[src/rtl/shift_restore.sv]
// shift_restore: undoes an upstream left shift on returning sample pairs.
//
// Every sample pair sent into the datapath was shifted left by a tag. The tag
// is queued here (shift_in/shift_valid). When the processed pair comes back
// (din1/din2/din_valid), the oldest tag is popped. It is clamped to MAX_SHIFT
// and used to shift both words right. Results appear two cycles after
// din_valid.
//
// Ports:
//   clk, rst_n            clock, asynchronous active-low reset
//   shift_in, shift_valid tag push interface
//   din1, din2, din_valid returning data; each din_valid pops one tag
//   dout1, dout2          right-shifted data
//   dout_shift            clamped tag applied to the current dout pair
//   dout_valid            dout1/dout2/dout_shift valid
//   fifo_count            number of tags stored
//   overflow, underflow   sticky error flags, cleared only by reset
//
// Build option: define SHIFT_RESTORE_ROUND_EN to round half up instead of
// truncating.

module shift_restore #(
    parameter int DIN_WIDTH   = 32,
    parameter int SHIFT_WIDTH = 5,
    parameter int MAX_SHIFT   = 10,
    parameter int FIFO_DEPTH  = 16
) (
    input  logic                         clk,
    input  logic                         rst_n,
    input  logic [SHIFT_WIDTH-1:0]       shift_in,
    input  logic                         shift_valid,
    input  logic [DIN_WIDTH-1:0]         din1,
    input  logic [DIN_WIDTH-1:0]         din2,
    input  logic                         din_valid,
    output logic [DIN_WIDTH-1:0]         dout1,
    output logic [DIN_WIDTH-1:0]         dout2,
    output logic [SHIFT_WIDTH-1:0]       dout_shift,
    output logic                         dout_valid,
    output logic [$clog2(FIFO_DEPTH):0]  fifo_count,
    output logic                         overflow,
    output logic                         underflow
);

    localparam int                     PTR_W    = $clog2(FIFO_DEPTH);
    localparam logic [PTR_W:0]         FULL_CNT = (PTR_W+1)'(FIFO_DEPTH);
    localparam logic [SHIFT_WIDTH-1:0] MAX_TAG  = SHIFT_WIDTH'(MAX_SHIFT);

    logic [SHIFT_WIDTH-1:0] tag_mem [FIFO_DEPTH];
    logic [PTR_W-1:0]       wr_ptr;
    logic [PTR_W-1:0]       rd_ptr;

    logic                   fifo_empty;
    logic                   fifo_full;
    logic                   bypass;
    logic                   do_pop;
    logic                   do_push;
    logic [SHIFT_WIDTH-1:0] sel_tag;
    logic [SHIFT_WIDTH-1:0] clamp_tag;

    logic                   s1_valid;
    logic [DIN_WIDTH-1:0]   s1_din1;
    logic [DIN_WIDTH-1:0]   s1_din2;
    logic [SHIFT_WIDTH-1:0] s1_tag;

    logic [DIN_WIDTH-1:0]   shr1;
    logic [DIN_WIDTH-1:0]   shr2;

    always_comb begin
        fifo_empty = (fifo_count == '0);
        fifo_full  = (fifo_count == FULL_CNT);
        // An empty FIFO with a tag arriving alongside the data forwards the
        // tag straight through, so it never occupies a slot.
        bypass     = fifo_empty && shift_valid && din_valid;
        do_pop     = din_valid && !fifo_empty;
        // A pop in the same cycle frees the slot the push needs.
        do_push    = shift_valid && !bypass && (!fifo_full || do_pop);

        sel_tag = '0;
        if (bypass)
            sel_tag = shift_in;
        else if (do_pop)
            sel_tag = tag_mem[rd_ptr];

        clamp_tag = (sel_tag > MAX_TAG) ? MAX_TAG : sel_tag;
    end

    // Tag storage is not reset; occupancy is tracked by the pointers and count.
    always_ff @(posedge clk) begin
        if (do_push)
            tag_mem[wr_ptr] <= shift_in;
    end

    always_ff @(posedge clk or negedge rst_n) begin
        if (!rst_n) begin
            wr_ptr     <= '0;
            rd_ptr     <= '0;
            fifo_count <= '0;
            overflow   <= 1'b0;
            underflow  <= 1'b0;
        end else begin
            if (do_push)
                wr_ptr <= wr_ptr + 1'b1;
            if (do_pop)
                rd_ptr <= rd_ptr + 1'b1;
            case ({do_push, do_pop})
                2'b10:   fifo_count <= fifo_count + 1'b1;
                2'b01:   fifo_count <= fifo_count - 1'b1;
                default: fifo_count <= fifo_count;
            endcase
            if (shift_valid && fifo_full && !do_pop)
                overflow <= 1'b1;
            if (din_valid && fifo_empty && !shift_valid)
                underflow <= 1'b1;
        end
    end

    always_ff @(posedge clk or negedge rst_n) begin
        if (!rst_n) begin
            s1_valid <= 1'b0;
            s1_din1  <= '0;
            s1_din2  <= '0;
            s1_tag   <= '0;
        end else begin
            s1_valid <= din_valid;
            if (din_valid) begin
                s1_din1 <= din1;
                s1_din2 <= din2;
                s1_tag  <= clamp_tag;
            end
        end
    end

`ifdef SHIFT_RESTORE_ROUND_EN
    // One extra bit of headroom so adding the half-LSB never wraps.
    logic [DIN_WIDTH:0] rnd_inc;
    logic [DIN_WIDTH:0] sum1;
    logic [DIN_WIDTH:0] sum2;

    always_comb begin
        rnd_inc = '0;
        if (s1_tag != '0)
            rnd_inc = (DIN_WIDTH+1)'(1) << (s1_tag - 1'b1);
        sum1 = {1'b0, s1_din1} + rnd_inc;
        sum2 = {1'b0, s1_din2} + rnd_inc;
        shr1 = DIN_WIDTH'(sum1 >> s1_tag);
        shr2 = DIN_WIDTH'(sum2 >> s1_tag);
    end
`else
    always_comb begin
        shr1 = s1_din1 >> s1_tag;
        shr2 = s1_din2 >> s1_tag;
    end
`endif

    always_ff @(posedge clk or negedge rst_n) begin
        if (!rst_n) begin
            dout_valid <= 1'b0;
            dout1      <= '0;
            dout2      <= '0;
            dout_shift <= '0;
        end else begin
            dout_valid <= s1_valid;
            if (s1_valid) begin
                dout1      <= shr1;
                dout2      <= shr2;
                dout_shift <= s1_tag;
            end
        end
    end

endmodule

[config.mk]
export PLATFORM = sky130hd
export DESIGN_NAME = shift_restore
export DESIGN_NICKNAME = d
export VERILOG_FILES = /design/src/rtl/shift_restore.sv
export SDC_FILE = /design/constraint.sdc
export NUM_CORES = 1
export LEC_CHECK = 0
export ABC_AREA = 1
export CAP_MARGIN = 20
export CORE_ASPECT_RATIO = 0.6
export CORE_MARGIN = 4
export CORE_UTILIZATION = 33
export CTS_CLUSTER_SIZE = 30
export DETAILED_ROUTE_END_ITERATION = 6
export PLACE_DENSITY_LB_ADDON = 0.05
export SLEW_MARGIN = 20
export SYNTH_ARGS = -nofsm -noshare
export SYNTH_HDL_FRONTEND = slang
export SYNTH_SLANG_ARGS = --single-unit
[constraint.sdc]
create_clock -name clk -period 2.2 [get_ports clk]
set_input_delay 0.44 -clock clk [delete_from_list [all_inputs] [get_ports clk]]
set_output_delay 0.44 -clock clk [all_outputs]
set_load 0.1 [all_outputs]
==> results.sh, run 1 <==
export IMPL_outcome="complete, no violations"
export IMPL_grt_pass1_wl_mm=62.5
export IMPL_htreeDepth=1
export IMPL_worstPathArrival_ps=2500
export IMPL_cts_max_path_buffers=3
export IMPL_dp_hpwl_mm=31.4
export IMPL_tns_ps=0
export IMPL_min_path_cells=3
export IMPL_start_util_pct=33.9
export IMPL_final_cell_area_sq_mm=0.0151
export IMPL_die_area_sq_mm=0.0396
export IMPL_routed_via_density=4.95
export IMPL_synth_warning_count=0
export IMPL_r2r_end="dout1[9]"
export IMPL_min_delay_start="din_valid"
export IMPL_rr_startpoint="s1_tag[0]"
export IMPL_fin_ws_ps=99.2
export IMPL_wl_per_cell_um=19.7
export IMPL_grtUsageTotal_pct=20.8
export IMPL_postCtsSetupBuffers=0
export IMPL_fin_crit_ps=2100
export IMPL_fp_dieH_um=156
export IMPL_syn_area_per_cell_sq_um=8.18
export IMPL_p_leak_nw=6.83
export IMPL_min_path_type="input port to register"
export IMPL_drt_pass1_iter_count=5
export IMPL_drive_above_1_share_pct=14.0
export IMPL_ir_worst_vdd_v=0.000851
export IMPL_io_buffers=149
export IMPL_pre_cts_slack_ps=-102
export IMPL_setup_viol=0
export IMPL_rsz0062_at_grt="no"
export IMPL_final_seq_area_sq_mm=0.00629
export IMPL_tritoncts="yes"
export IMPL_drc=0
export IMPL_finalHoldViolCount=0
export IMPL_holdPathEnd="rd_ptr[0]"
export IMPL_busiest_layer="met1"
export IMPL_slew_viol_final=0
export IMPL_root_buffer="clkbuf_16"
export IMPL_post_dp_cell_area_sq_mm=0.0142
export IMPL_grtUsageMet2_pct=22.9
export IMPL_worstSetupEndpointType="register"
export IMPL_clock_latency_ps=550
export IMPL_skew_ps=14.2
export IMPL_start_kind="register"
export IMPL_worstSetupPathType="register to register"
export IMPL_synth_cell_type_count=42
export IMPL_regToRegSetupSlack_ps=100
export IMPL_cts_sinks=235
export IMPL_detail_route_antenna_nets=0
export IMPL_vias=10500
export IMPL_max_freq_ghz=0.476
export IMPL_post_route_period_util_pct=95.5
export IMPL_fillCellCount=3588
export IMPL_antenna_found_initial=0
export IMPL_max_cap_viol_count=0
export IMPL_crit_fanout=52
export IMPL_ys_seq_area_share_pct=52.3
export IMPL_overflow=0
export IMPL_layout_common_cells="486 x nand2_1, 163 x o21ai_0, 153 x buf_4, 148 x dfrtp_1, 108 x inv_1"
export IMPL_grt_util_met1_pct=38.5
export IMPL_multi_input_area_sq_mm=0.00488
export IMPL_antenna_cells=0
export IMPL_tightest_slew_ps=773
export IMPL_ys_ff_latch=235
export IMPL_fp_dieW_um=254
export IMPL_synthesis_nets=1548
export IMPL_power_density_mw_per_mm2=1680
export IMPL_required_ps=2590
export IMPL_synthToLayoutAreaGrowth_pct=25.8
export IMPL_num_rows=53
export IMPL_max_slew_margin_rel_pct=48.5
export IMPL_synthesis_area_sq_mm=0.0120
export IMPL_grt_util_met3_pct=4.77
export IMPL_mostFrequentLayoutCell="nand2_1"
export IMPL_pin_count=150
export IMPL_synthCells=1468
export IMPL_async_flop_share_pct=66.0
export IMPL_final_nets=1716
export IMPL_numCtsBuffers=26
export IMPL_reg2reg_depth=9
export IMPL_placeableCoreArea_sq_mm=0.0355
export IMPL_drtIter0Drc=1028
export IMPL_synth_edf_count=80
export IMPL_clk_pin_slew_worst_paths_ps=60
export IMPL_routabilityCongestion=0.892
export IMPL_grt_max_degree=123
export IMPL_wl_mm=41.8
export IMPL_grt_pass1_vias=9714
export IMPL_ys_flop_type="dfrtp_1"
[how the worst max path moves through the flow]
stage	slack, ps	end	startpoint	depth (start not counted)
finish	100	dout1[9]	s1_tag[0]	9
CTS	110	dout1[0]	s1_tag[0]	10
global placement	-80	tag_mem[9][1]	shift_valid	8
floorplan	40	fifo_count[4]	fifo_count[1]	16
detailed placement	-100	tag_mem[1][0]	shift_valid	8
global route	0.6	s1_tag[0]	rd_ptr[1]	12
[cell families after synthesis]
family,Yosys count,share of synthesized area [%]
xor gates and xnor gates,8,0.583
adders and majority gates,7,0.729
DFF,235,52.3
and+or+nand+nor,647,21.3
AOI/OAI and AO/OA,336,15.7
muxes,26,2.17
buffers and inverters,209,7.30
[synthesized netlist by cell type (9+ instances only)]
library cell,number,share of area (%)
inv_1,110,3.4
buf_2,14,0.58
o211ai_1,34,2.1
nor2_1,79,2.5
edfxtp_1,80,20
a21oi_1,9,0.37
o21ai_0,168,7.0
dfrtp_1,155,32
buf_4,10,0.62
mux2i_1,26,2.2
o21ai_1,89,3.7
nand3_1,59,2.5
clkbuf_1,61,1.9
nand2_1,488,15
[state kept, by name, summed over array words and instances (netlist names)]
signal,flops
tag_mem,80
overflow,1
dout1,32
dout2,32
fifo_count,5
s1_din1,32
s1_tag,5
dout_shift,5
underflow,1
dout_valid,1
wr_ptr,4
s1_din2,32
s1_valid,1
rd_ptr,4
[repair_timing]
action / 4_1_cts / 5_1_grt
resized for setup: 0 / 14
hold endpoints to repair: 25 / 0
hold buffers: 1 / 0
setup endpoints to repair: 0 / 36
[power breakdown]
part	switching (mW)	internal, mW	total, mW
clock	1.83	2.64	4.48
combinational	11.0	3.72	14.7
sequential	0.710	5.54	6.25
[area by class of cell]
cell class | instances | share of cell area [%]
clock buffer | 37 | 5.05
clock inverter | 11 | 0.720
inverter | 115 | 2.87
multi-input combinational | 1024 | 32.3
sequential | 235 | 41.6
tap | 467 | 3.87
timing repair buffer | 234 | 13.6
[stage by stage]
stage               cells  power (mW)  hold WS, ps  util (%)
CTS                  2123        25.3          311      42.5
detailed placement   2074        20.7          354      40.0
global route         2123        26.8          286      42.6
global placement     2074        20.7          358      40.0
finish               2123        25.4          293      42.6
floorplan            1468        16.2          144         -
[worst max-delay path: stages (launching register included)]
cell and delay [ps]:
dfrtp_2 390, buf_12 220, buf_4 240, o21ai_0 140
nand2_1 90, nand2_1 70, o21ai_1 420, nand2_1 90
o21ai_1 160, o211ai_1 110
[layer usage]
layer / part of all wire, % / wire length, um
met1: 58 / 24100
met2: 33 / 13700
met3: 8.7 / 3640
met4: 0.94 / 393
met5: 0 / 0
Note: power is estimated with default switching activity, not from simulation.
==> inputs of run 2 (changes only) <==
- CORE_MARGIN: 4 -> 8
==> run 2 against run 1 <==
  * Worst hold slack improved by 7.2 ps
  * Wire length up 0.20%
  * Sequential power about the same
  * Critical path depth did not move
  * Final area rose by 0.27%
  * Via count fell by 0.47%
  * Setup slack worse by 34 ps
  * Non-clock buffer count stayed put
  * Clock skew shrank 6.6 ps
  * Sequential share of layout area decreased by 0.11 points
  * Clock power about the same
==> results.sh, run 2 (synthesis gave the netlist of run 1 again) <==
export IMPL_outcome="complete, no violations"
export IMPL_placeableCoreArea_sq_mm=0.0361
export IMPL_rsz0062_at_grt="yes"
export IMPL_required_ps=2590
export IMPL_detail_route_antenna_nets=0
export IMPL_pin_count=150
export IMPL_clock_latency_ps=540
export IMPL_clk_pin_slew_worst_paths_ps=60
export IMPL_fin_crit_ps=2130
export IMPL_regMostFlops="tag_mem"
export IMPL_max_cap_viol_count=0
export IMPL_tritoncts="yes"
export IMPL_skew_ps=7.60
export IMPL_fp_dieH_um=164
export IMPL_drt_pass1_iter_count=7
export IMPL_worstSetupPathType="register to register"
export IMPL_wl_per_cell_um=19.6
export IMPL_fp_dieW_um=262
export IMPL_routabilityCongestion=0.852
export IMPL_p_leak_nw=6.85
export IMPL_worstSetupEndpointType="register"
export IMPL_cts_sinks=235
export IMPL_ir_worst_vdd_v=0.000884
export IMPL_path_buf_inv=1
export IMPL_cp_common_cell="o21ai_1"
export IMPL_wl_mm=41.9
export IMPL_synthToLayoutAreaGrowth_pct=26.1
export IMPL_max_slew_margin_rel_pct=48.6
export IMPL_mostFrequentLayoutCell="nand2_1"
export IMPL_dp_hpwl_mm=31.2
export IMPL_path_cells="clkbuf_16 -> nand2_1 -> o21ai_1 -> mux2i_1 -> nand2_1 -> o21ai_1 -> nand2_1 -> o21ai_1 -> o21ai_1"
export IMPL_die_area_sq_mm=0.0430
export IMPL_min_path_type="input port to register"
export IMPL_antenna_found_initial=0
export IMPL_htreeDepth=1
export IMPL_final_nets=1716
export IMPL_overflow=0
export IMPL_io_buffers=149
export IMPL_slew_viol_final=0
export IMPL_numCtsBuffers=26
export IMPL_grt_pass1_vias=9804
export IMPL_tns_ps=0
export IMPL_antenna_cells=0
export IMPL_drtIter0Drc=1032
export IMPL_finalHoldViolCount=0
export IMPL_tightest_slew_ps=771
export IMPL_grt_max_degree=123
export IMPL_drive_above_1_share_pct=13.8
export IMPL_start_util_pct=33.3
export IMPL_drc=0
export IMPL_slowest_delay_ps=510
export IMPL_num_rows=54
export IMPL_cts_max_path_buffers=3
export IMPL_largest_register_ffs=80
export IMPL_max_freq_ghz=0.469
export IMPL_worstPathArrival_ps=2530
export IMPL_setup_viol=0
export IMPL_power_density_mw_per_mm2=1680
export IMPL_post_route_period_util_pct=97.0
export IMPL_root_buffer="clkbuf_16"
export IMPL_holdWs_ps=301
export IMPL_cp_slowest_cell="dfrtp_2"
export IMPL_start_kind="register"
export IMPL_postCtsSetupBuffers=0
export IMPL_vias=10500
export IMPL_layout_common_cells="487 x nand2_1, 162 x o21ai_0, 149 x buf_4, 148 x dfrtp_1, 108 x inv_1"
export IMPL_routed_via_density=4.91
export IMPL_crit_fanout=25
export IMPL_grtUsageTotal_pct=18.9
export IMPL_cp_top_family="compound AO/OA/AOI/OAI gates"
export IMPL_grt_pass1_wl_mm=62.8
## run 2: worst register-to-register path, stage by stage, from the launching register on
cell       delay, ps
dfrtp_2          510
clkbuf_16        230
nand2_1           60
o21ai_1          110
mux2i_1          390
nand2_1          100
o21ai_1          260
nand2_1          100
o21ai_1          140
o21ai_1           80
## run 2: area by class of cell
type | instances | area (sq um)
sequential | 235 | 6290
timing repair buffer | 234 | 2110
fill | 3711 | 20900
multi-input combinational | 1024 | 4870
clock inverter | 13 | 144
clock buffer | 35 | 719
tap | 476 | 596
inverter | 115 | 432
## run 2: through the flow
step	utilization (%)	setup slack, ps	power [mW]	cells	area, sq um
after floorplan	-	39.5	16.2	1468	12000
after global placement	39.5	-91.3	20.8	2082	14200
after detailed placement	39.5	-106	20.8	2082	14200
after CTS	41.9	61.2	25.3	2131	15100
after global routing	42.0	-0.543	26.8	2132	15200
final	42.0	65.6	25.4	2132	15200
## run 2: final timing paths
kind | startpoint | end | slack, ps | cells after the start
worst max-delay path | s1_tag[0] | dout1[16] | 70 | 9
max in group asynchronous | rst_n | s1_din2[0] | 1230 | 3
worst min register to register | s1_valid | dout_valid | 420 | 0
worst max register to register | s1_tag[0] | dout1[16] | 70 | 9
worst min-delay path | din_valid | rd_ptr[0] | 300 | 3
min in group asynchronous | rst_n | dout1[29] | 390 | 2
## run 2: report_power, final
group	internal (mW)	switching [mW]
logic	3.83	10.8
registers	5.54	0.716
clock network	2.65	1.83
total	12.0	13.4
## run 2: layer usage
layer  part of all wire, %  track usage, %
met1                    58            33.0
met2                    34            22.0
met3                   7.3            4.34
met4                   1.1            2.39
met5                     0               0
## run 2: timing repair
item	4_1_cts	5_1_grt
hold buffers	1	0
endpoints found under the hold margin	30	0
endpoints found under the setup margin	0	67
resized for setup	0	9
==> inputs of run 3 (changes only) <==
- MAX_ROUTING_LAYER: default -> met4
- PLACE_DENSITY_LB_ADDON: 0.05 -> default
- clock period: 2.2 -> 1.8 ns (I/O delays scaled with it)
==> run 3 against run 2 <==
  * The run now ends with negative setup slack left
  * Die area stayed put
  * Cell count increased by 3.2%
  * Register-to-register slack worse by 220 ps
  * First-iteration DRC count up 2.8%
  * Sequential power grew 28%
  * Sequential share of layout area fell by 6.9 points
  * Power up 47%
  * Via count rose by 7.0%
  * Clock-buffer cell count up 2
  * Combinational power rose by 66%
  * Fmax is 9.0% higher
  * Final area up 20%
==> results.sh, run 3 (synthesis gave the netlist of run 1 again) <==
export IMPL_r2r_end="dout2[16]"
export IMPL_final_seq_area_sq_mm=0.00630
export IMPL_ir_worst_vdd_v=0.000968
export IMPL_slew_viol_final=0
export IMPL_rr_startpoint="s1_tag[0]"
export IMPL_max_cap_viol_count=0
export IMPL_grt_max_degree=123
export IMPL_overflow=0
export IMPL_detail_route_antenna_nets=0
export IMPL_crit_fanout=5
export IMPL_die_area_sq_mm=0.0430
export IMPL_wl_per_cell_um=19.1
export IMPL_setup_viol=43
export IMPL_power_density_mw_per_mm2=2050
export IMPL_multi_input_area_sq_mm=0.00616
export IMPL_skew_ps=21.0
export IMPL_tightest_slew_ps=502
export IMPL_routed_via_density=5.09
export IMPL_start_kind="register"
export IMPL_power_mw=37.3
export IMPL_drive_above_1_share_pct=31.6
export IMPL_clk_pin_slew_worst_paths_ps=70
export IMPL_fin_cells=2200
export IMPL_layout_common_cells="417 x nand2_1, 149 x dfrtp_1, 109 x buf_4, 103 x inv_1, 96 x buf_12"
export IMPL_final_cell_area_sq_mm=0.0182
export IMPL_fin_ws_ps=-158
export IMPL_regMostFlops="tag_mem"
export IMPL_violations="negative setup slack"
export IMPL_dp_hpwl_mm=29.0
export IMPL_dp_cells=2122
export IMPL_reg2reg_depth=12
export IMPL_antenna_found_initial=1
export IMPL_largest_register_ffs=80
export IMPL_pin_count=150
export IMPL_required_ps=2210
export IMPL_final_nets=1787
export IMPL_holdWs_ps=254
export IMPL_drt_pass1_iter_count=5
export IMPL_rsz0062_at_grt="yes"
export IMPL_grtUsageTotal_pct=18.7
export IMPL_p_leak_nw=7.85
export IMPL_worstPathArrival_ps=2370
export IMPL_synthToLayoutAreaGrowth_pct=51.6
export IMPL_fp_dieW_um=262
export IMPL_drtIter0Drc=1061
export IMPL_numCtsBuffers=24
export IMPL_max_slew_margin_rel_pct=66.5
export IMPL_max_freq_ghz=0.511
export IMPL_worstSetupEndpointType="register"
export IMPL_grt_pass1_vias=10700
export IMPL_outcome="complete, but fails checks"
export IMPL_tritoncts="yes"
export IMPL_post_route_period_util_pct=109
export IMPL_finalHoldViolCount=0
export IMPL_cts_max_path_buffers=3
export IMPL_fin_crit_ps=1960
export IMPL_start_util_pct=33.3
export IMPL_drc=0
export IMPL_grt_pass1_wl_mm=62.7
export IMPL_routabilityCongestion=0.913
export IMPL_htreeDepth=1
export IMPL_pre_cts_slack_ps=-351
export IMPL_clock_latency_ps=540
export IMPL_wl_mm=42.1
export IMPL_min_path_type="input port to asynchronous set/reset pin"
export IMPL_worstSetupPathType="register to register"
export IMPL_final_util_pct=50.5
export IMPL_mostFrequentLayoutCell="nand2_1"
export IMPL_placeableCoreArea_sq_mm=0.0361
export IMPL_fillCellCount=3329
export IMPL_vias=11200
export IMPL_root_buffer="clkbuf_16"
export IMPL_num_rows=54
export IMPL_regToRegSetupSlack_ps=-160
export IMPL_io_buffers=149
export IMPL_tns_ps=-2780
export IMPL_cts_sinks=235
export IMPL_fp_dieH_um=164
export IMPL_post_dp_cell_area_sq_mm=0.0157
==> run 3: cell count changes in the layout (fill, tap and decap cells not counted), sizes merged, moves of 2 or more <==
cell    delta
buf       +67
bufinv     -3
clkbuf     +7
clkinv     -5
inv        +2
==> run 3: worst max path at each step <==
stage	start	to	slack, ps	depth (start not counted)
after floorplan	fifo_count[3]	fifo_count[4]	-200	17
after global placement	shift_valid	tag_mem[13][2]	-310	7
after detailed placement	shift_valid	tag_mem[13][2]	-350	7
after CTS	fifo_count[2]	fifo_count[4]	-120	17
after global routing	fifo_count[3]	fifo_count[4]	-250	17
final	s1_tag[0]	dout2[16]	-160	12
==> run 3: routing by layer <==
| layer | GRT usage, % | up-vias | wire length, um |
|---|---|---|---|
| li1 | - | 5342 | - |
| met1 | 26.9 | 5454 | 20200 |
| met2 | 27.3 | 365 | 18400 |
| met3 | 4.13 | 40 | 2930 |
| met4 | 2.80 | 0 | 516 |
| met5 | - | - | 0 |
==> run 3: layout make-up <==
cell class / count / area share [%]
Sequential cell: 235 / 34.6
Multi-Input combinational cell: 1024 / 33.8
Timing Repair Buffer: 306 / 21.6
Clock buffer: 37 / 3.83
Tap cell: 476 / 3.27
Inverter: 115 / 2.51
Clock inverter: 5 / 0.247
Timing Repair inverter: 1 / 0.0481
Antenna cell: 1 / 0.0137
==> run 3: power by group <==
group          switching, mW  total (mW)  internal (mW)  leakage, nW
Combinational           15.1        24.4           9.34         4.86
Clock                   2.18        4.86           2.68        0.366
Sequential              1.23        8.03           6.80         2.63
==> run 3: critical path, cell delays in order (launching register included) <==
cell and delay [ps]:
dfrtp_4 510, buf_12 150, buf_12 130, buf_16 140
buf_12 120, nand2_4 50, o21ai_4 60, mux2i_2 190
nand2_1 110, o21ai_2 110, nand2_2 110, o21ai_4 70
o21ai_0 80
==> run 3: timing repair <==
action                                  CTS  global route
gates resized for setup                 188           210
hold buffers                              1             0
endpoints found under the setup margin  117           146
gates cloned                              6             9
pin swaps                                34            84
endpoints found under the hold margin    32             0
setup buffers                            13            13
